===== src/rtl/sdp_ram_be_if.sv =====
// Write/read port bundle for sdp_ram_be: producer-side write channel plus consumer-side read channel.
interface sdp_ram_be_if #(
  parameter int DLEN = 32,
  parameter int ALEN = 4,
  parameter int BLEN = 8
);
  localparam int NB = DLEN / BLEN;

  logic            i_wen;
  logic [NB-1:0]   i_wbe;
  logic [ALEN-1:0] i_waddr;
  logic [DLEN-1:0] i_wdata;
  logic            i_ren;
  logic [ALEN-1:0] i_raddr;
  logic            o_rvalid;
  logic [DLEN-1:0] o_rdata;

  modport master (
    output i_wen, i_wbe, i_waddr, i_wdata, i_ren, i_raddr,
    input  o_rvalid, o_rdata
  );

  modport slave (
    input  i_wen, i_wbe, i_waddr, i_wdata, i_ren, i_raddr,
    output o_rvalid, o_rdata
  );
endinterface


===== src/rtl/sdp_ram_be.sv =====
// Simple dual-port RAM with byte-lane write enables, 1- or 2-cycle read latency,
// selectable read-during-write result and a registered read-valid pulse.
module sdp_ram_be #(
  parameter int              DLEN     = 32,
  parameter int              ALEN     = 4,
  parameter int              BLEN     = 8,
  parameter int              RD_LAT   = 1,
  parameter int              RDW_MODE = 0,
  parameter logic [DLEN-1:0] RST_VAL  = '0
) (
  input  logic        clk,
  input  logic        rst,
  sdp_ram_be_if.slave bus
);
  localparam int NB    = DLEN / BLEN;
  localparam int DEPTH = 1 << ALEN;

  if (DLEN % BLEN != 0) begin : g_chk_dlen
    $fatal(1, "sdp_ram_be: DLEN must be a multiple of BLEN");
  end
  if (RD_LAT != 1 && RD_LAT != 2) begin : g_chk_lat
    $fatal(1, "sdp_ram_be: RD_LAT must be 1 or 2");
  end
  if (RDW_MODE != 0 && RDW_MODE != 1) begin : g_chk_rdw
    $fatal(1, "sdp_ram_be: RDW_MODE must be 0 or 1");
  end

  // Take new lanes where the byte enable is set, keep the old ones elsewhere.
  function automatic logic [DLEN-1:0] merge_lanes(input logic [DLEN-1:0] old_w,
                                                  input logic [DLEN-1:0] new_w,
                                                  input logic [NB-1:0]   be);
    logic [DLEN-1:0] res;
    res = old_w;
    for (int k = 0; k < NB; k++) begin
      if (be[k]) res[k*BLEN +: BLEN] = new_w[k*BLEN +: BLEN];
    end
    return res;
  endfunction

  logic [DLEN-1:0] mem [DEPTH];
  logic [DLEN-1:0] old_word;
  logic [DLEN-1:0] rd_word;
  logic            rdw_hit;
  logic            rvalid_q;
  logic [DLEN-1:0] rdata_q;

  // Array is deliberately not reset; writes proceed even while rst is high.
  always_ff @(posedge clk) begin
    if (bus.i_wen) mem[bus.i_waddr] <= merge_lanes(mem[bus.i_waddr], bus.i_wdata, bus.i_wbe);
  end

  assign old_word = mem[bus.i_raddr];
  assign rdw_hit  = bus.i_wen && (bus.i_raddr == bus.i_waddr);
  assign rd_word  = (RDW_MODE == 1 && rdw_hit) ? merge_lanes(old_word, bus.i_wdata, bus.i_wbe)
                                               : old_word;

  if (RD_LAT == 1) begin : g_lat1
    logic            vld_p0;
    logic [DLEN-1:0] rdata_p0;

    // Stage p0: array read registered straight to the output.
    always_ff @(posedge clk) begin
      if (rst) begin
        vld_p0   <= 1'b0;
        rdata_p0 <= RST_VAL;
      end else begin
        vld_p0 <= bus.i_ren;
        if (bus.i_ren) rdata_p0 <= rd_word;
      end
    end

    assign rvalid_q = vld_p0;
    assign rdata_q  = rdata_p0;
  end else begin : g_lat2
    logic            vld_p0;
    logic [DLEN-1:0] data_p0;
    logic            vld_p1;
    logic [DLEN-1:0] rdata_p1;

    // Stage p0: array read captured on the request edge, so the RDW result matches RD_LAT=1.
    always_ff @(posedge clk) begin
      if (rst) vld_p0 <= 1'b0;
      else     vld_p0 <= bus.i_ren;
    end

    always_ff @(posedge clk) begin
      if (bus.i_ren) data_p0 <= rd_word;
    end

    // Stage p1: output register; reset drops whatever was in flight in p0.
    always_ff @(posedge clk) begin
      if (rst) begin
        vld_p1   <= 1'b0;
        rdata_p1 <= RST_VAL;
      end else begin
        vld_p1 <= vld_p0;
        if (vld_p0) rdata_p1 <= data_p0;
      end
    end

    assign rvalid_q = vld_p1;
    assign rdata_q  = rdata_p1;
  end

  assign bus.o_rvalid = rvalid_q;
  assign bus.o_rdata  = rdata_q;
endmodule

===== src/flat_wrapper.sv =====
// flat-port wrapper written by rule: the top's interface ports become plain ports
module sdp_ram_be_flat 
#(
  parameter int              DLEN     = 32,
  parameter int              ALEN     = 4,
  parameter int              BLEN     = 8,
  parameter int              RD_LAT   = 1,
  parameter int              RDW_MODE = 0,
  parameter logic [DLEN-1:0] RST_VAL  = '0
)
  (clk, rst, bus_i_wen, bus_i_wbe, bus_i_waddr, bus_i_wdata, bus_i_ren, bus_i_raddr, bus_o_rvalid, bus_o_rdata);
  sdp_ram_be_if #(.DLEN(DLEN), .ALEN(ALEN), .BLEN(BLEN)) bus_i ();
  input  logic clk;
  input  logic rst;
  input wire logic [$bits(bus_i.i_wen)-1:0] bus_i_wen;
  input wire logic [$bits(bus_i.i_wbe)-1:0] bus_i_wbe;
  input wire logic [$bits(bus_i.i_waddr)-1:0] bus_i_waddr;
  input wire logic [$bits(bus_i.i_wdata)-1:0] bus_i_wdata;
  input wire logic [$bits(bus_i.i_ren)-1:0] bus_i_ren;
  input wire logic [$bits(bus_i.i_raddr)-1:0] bus_i_raddr;
  output wire logic [$bits(bus_i.o_rvalid)-1:0] bus_o_rvalid;
  output wire logic [$bits(bus_i.o_rdata)-1:0] bus_o_rdata;
  assign bus_i.i_wen = bus_i_wen;
  assign bus_i.i_wbe = bus_i_wbe;
  assign bus_i.i_waddr = bus_i_waddr;
  assign bus_i.i_wdata = bus_i_wdata;
  assign bus_i.i_ren = bus_i_ren;
  assign bus_i.i_raddr = bus_i_raddr;
  assign bus_o_rvalid = bus_i.o_rvalid;
  assign bus_o_rdata = bus_i.o_rdata;
  sdp_ram_be #(.DLEN(DLEN), .ALEN(ALEN), .BLEN(BLEN), .RD_LAT(RD_LAT), .RDW_MODE(RDW_MODE), .RST_VAL(RST_VAL)) u_core (.clk(clk), .rst(rst), .bus(bus_i));
endmodule

===== config.mk =====
export PLATFORM = sky130hd
export DESIGN_NAME = sdp_ram_be_flat
export DESIGN_NICKNAME = d
export VERILOG_FILES = /design/src/rtl/sdp_ram_be_if.sv /design/src/rtl/sdp_ram_be.sv /design/src/flat_wrapper.sv
export SDC_FILE = /design/constraint.sdc
export NUM_CORES = 1
export LEC_CHECK = 0
export BUFFER_PORTS_ARGS = -buffer_cell sky130_fd_sc_hd__buf_2
export CAP_MARGIN = 25
export CORE_AREA = 2 2 209 211
export DETAILED_ROUTE_END_ITERATION = 7
export DIE_AREA = 0 0 211 213
export MAX_ROUTING_LAYER = met4
export PLACE_DENSITY = 0.66
export SYNTH_ARGS = -nofsm -noshare
export SYNTH_HDL_FRONTEND = slang
export SYNTH_SLANG_ARGS = --single-unit

===== constraint.sdc =====
create_clock -name clk -period 1.6 [get_ports clk]
set_input_delay 0.16 -clock clk [delete_from_list [all_inputs] [get_ports clk]]
set_output_delay 0.16 -clock clk [all_outputs]
set_load 0.01 [all_outputs]

==> results.yml <==
outcome:
  outcome: "finished, final reports clean"
clocking:
  h-tree-depth: 2
  holdBufCountCts: 33
  cts_made_buffers: 53
  cts_root_buf: "clkbuf_16"
  ctsResizeCount: 0
  clk_pin_slew_worst_paths_ps: 60
  clk_latency_ps: 580
  postCtsSetupRepairBufs: 0
  cts_buffer_depth: 3
  cts_tree: "built"
  clock_sinks: 545
power:
  seqPwrFrac_pct: 54.7
  cellPowerDensity_mw_per_mm2: 1165
  p_int_mw: 22.99
  net-switching-power_mw: 6.068
  power_mw: 29.06
  ir_worst_vdd_uv: 919.3
  pwr-share-comb_pct: 5.8
  sw_frac_of_total_pct: 20.88
  pwr-share-clk_pct: 39.5
  p_leak_nw: 9.077
critical_path:
  critPathRequiredTime_ps: 2130
  arrival_ps: 1960
  critPathLaunchType: "input pin"
  worst_r2r_endpoint: "u_core.bus.o_rdata[6]"
  cp_max_fo: 16
  r2r_start: "u_core.mem[15][6]"
  r2r_cells: 4
  critPathCaptureType: "flop"
  regToRegSetupSlack_ps: 530
  critPathKind: "in2reg"
sta:
  fin_ws_ps: 171.5
  tightest_slew_ps: 364.2
  fin_crit_ps: 1428
  fmax_ghz: 0.7001
  holdWs_ps: 16.61
  fin_crit_sh_pct: 89.28
  hold_viol_final: 0
  relSlewSlack_pct: 75.72
  fin_setup_tns_ps: 0
  final_max_slew_viol_count: 0
  finalSetupViolCount: 0
  skew_ps: 8.614
  rsz0062_at_grt: "no"
synthesis:
  synth_area_per_cell_um2: 16.42
  syn_nets: 1337
  ys_types: 19
  synth_seq_area_share_pct: 75.74
  yosys_register_bits: 545
  ys.warnings.count: 0
  synth_cells: 1289
  netlist_area_mm2: 0.02117
placed_design:
  place_ws_ps: 73.84
  gp_congestion: 0.7968
  dp.cells: 1960
  dp_hpwl_mm: 29.24
  placed_cell_area_mm2: 0.02301
  port_buffers: 80
drt:
  drc: 0
  vias: 11600
  post_drt_wl_per_cell_um: 21.93
  drtPass1Iterations: 5
  drt_iter0_markers: 894
  antenna_left: 0
  via_per_inst: 5.543
  totalWireLength_mm: 45.88
global_routing:
  first_global_vias: 11630
  grtUsageTotal_pct: 21.36
  overflow: 0
  grt_antenna_before_repair: 4
  grt_max_degree: 37
  grt_pass1_wl_mm: 69.78
floorplanning:
  ios: 81
  die-area_mm2: 0.04494
  die_h_um: 213
  die_w_um: 211
  num_rows: 76
  core_mm2: 0.04270
  initial_utilization_pct: 49.59
final_layout:
  utilization_pct: 58.41
  final.fill_count: 3214
  final_cells: 2092
  nets: 1550
  fin_area_mm2: 0.02494
  regArea_mm2: 0.01604
  area_delta_synth_final_pct: 17.79
  multi_input_area_mm2: 0.004717
  drive_gt1_share_pct: 18.94
min_path:
  holdPathStages: 1
  hold_end: "u_core.mem[14][11]"
  holdCritStartpoint: "bus_i_wdata[11]"
  hold_path_class: "in2reg"
flow_run:
  max-cap-violations: 0
==> routing by layer <==
| layer | share of wire [%] | track usage, % | vias to the layer above |
|---|---|---|---|
| met3 | 5.7 | 3.250 | 50 |
| li1 | - | - | 5381 |
| met4 | 1.5 | 5.537 | 0 |
| met5 | 0 | - | - |
| met1 | 44 | 28.34 | 5854 |
| met2 | 49 | 34.88 | 312 |
==> worst max path at each step <==
stage / from / to / slack, ps / cells past startpoint
after floorplan: bus_i_waddr[0] / u_core.mem[13][0] / 300 / 3
after global placement: bus_i_waddr[3] / u_core.mem[11][21] / 90 / 6
after detailed placement: bus_i_waddr[0] / u_core.mem[13][2] / 70 / 5
after CTS: rst / u_core.bus.o_rdata[23] / 190 / 7
after global routing: rst / u_core.bus.o_rdata[22] / 80 / 7
final: rst / u_core.bus.o_rdata[23] / 170 / 7
==> critical path: stages <==
cell,delay [ps]
dlygate4sd3_1,530
buf_2,150
or3b_2,500
buf_4,260
a21oi_1,150
nand3_1,100
nand3_1,90
==> cell usage in the layout (no fill, tap or decap) <==
cell           count
clkbuf_16         53
and2_2             1
buf_4             91
clkinv_1          11
dlygate4sd3_1     33
clkinv_2          11
nand3b_1           1
edfxtp_1         512
nand4_1            1
nor2_1            66
buf_8              1
diode_2            4
nand2_1          109
buf_2             79
clkbuf_8           3
nor2_4             2
bufinv_16          2
a21oi_1           44
nand3_1          102
nor2b_4            2
a21oi_2           20
mux2i_1          256
dfxtp_1           33
clkinvlp_4         1
or3b_2             1
clkinv_4           1
clkbuf_1          13
buf_12            24
a22oi_1           64
nor2b_1            5
==> sequential cells by signal (all words and copies together), names as in the netlist <==
register and flops:
u_core.bus.o_rdata 32, u_core.mem 512, u_core.bus.o_rvalid 1
==> logic make-up (layout without fill, tap and decap cells) <==
kind of cell | count (synthesis) | in the layout | synth area share, %
compound gates | 128 | 128 | 4.137
buf+inv | 70 | 323 | 2.128
flops | 545 | 545 | 75.74
mux | 256 | 256 | 12.10
other cells | 0 | 4 | 0
simple gates | 290 | 290 | 5.892
==> area by class of cell <==
| cell class | instances | share of cell area, % |
|---|---|---|
| multi-input combinational | 674 | 18.91 |
| clock buffer | 69 | 5.679 |
| timing repair buffer | 228 | 7.636 |
| sequential | 545 | 64.30 |
| antenna | 4 | 0.04014 |
| clock inverter | 26 | 0.6924 |
| tap | 546 | 2.739 |
==> cells in the mapped netlist <==
master | n | area, um^2
edfxtp_1 | 512 | 15370
mux2i_1 | 256 | 2562
nand2_1 | 109 | 409.1
nand3_1 | 102 | 510.5
nor2_1 | 68 | 255.2
a22oi_1 | 64 | 480.5
a21oi_1 | 44 | 220.2
dfxtp_1 | 33 | 660.6
clkbuf_1 | 24 | 90.09
a21oi_2 | 20 | 175.2
buf_4 | 18 | 135.1
buf_6 | 14 | 157.7
buf_2 | 12 | 60.06
nor2b_1 | 7 | 43.79
buf_1 | 2 | 7.510
and2_1 | 1 | 6.260
nand3b_1 | 1 | 7.510
nand4_1 | 1 | 6.260
or3b_1 | 1 | 8.760
==> power by group through the flow <==
stage                     registers [mW]  clock network [mW]  logic, mW
after floorplan                     16.2                   0      0.830
after global placement              16.2                   0       1.59
after detailed placement            16.2                   0       1.62
after CTS                           15.9                11.7       1.69
after global routing                15.9                12.2       1.81
final                               15.9                11.5       1.67
(Power assumes the default switching activity.)
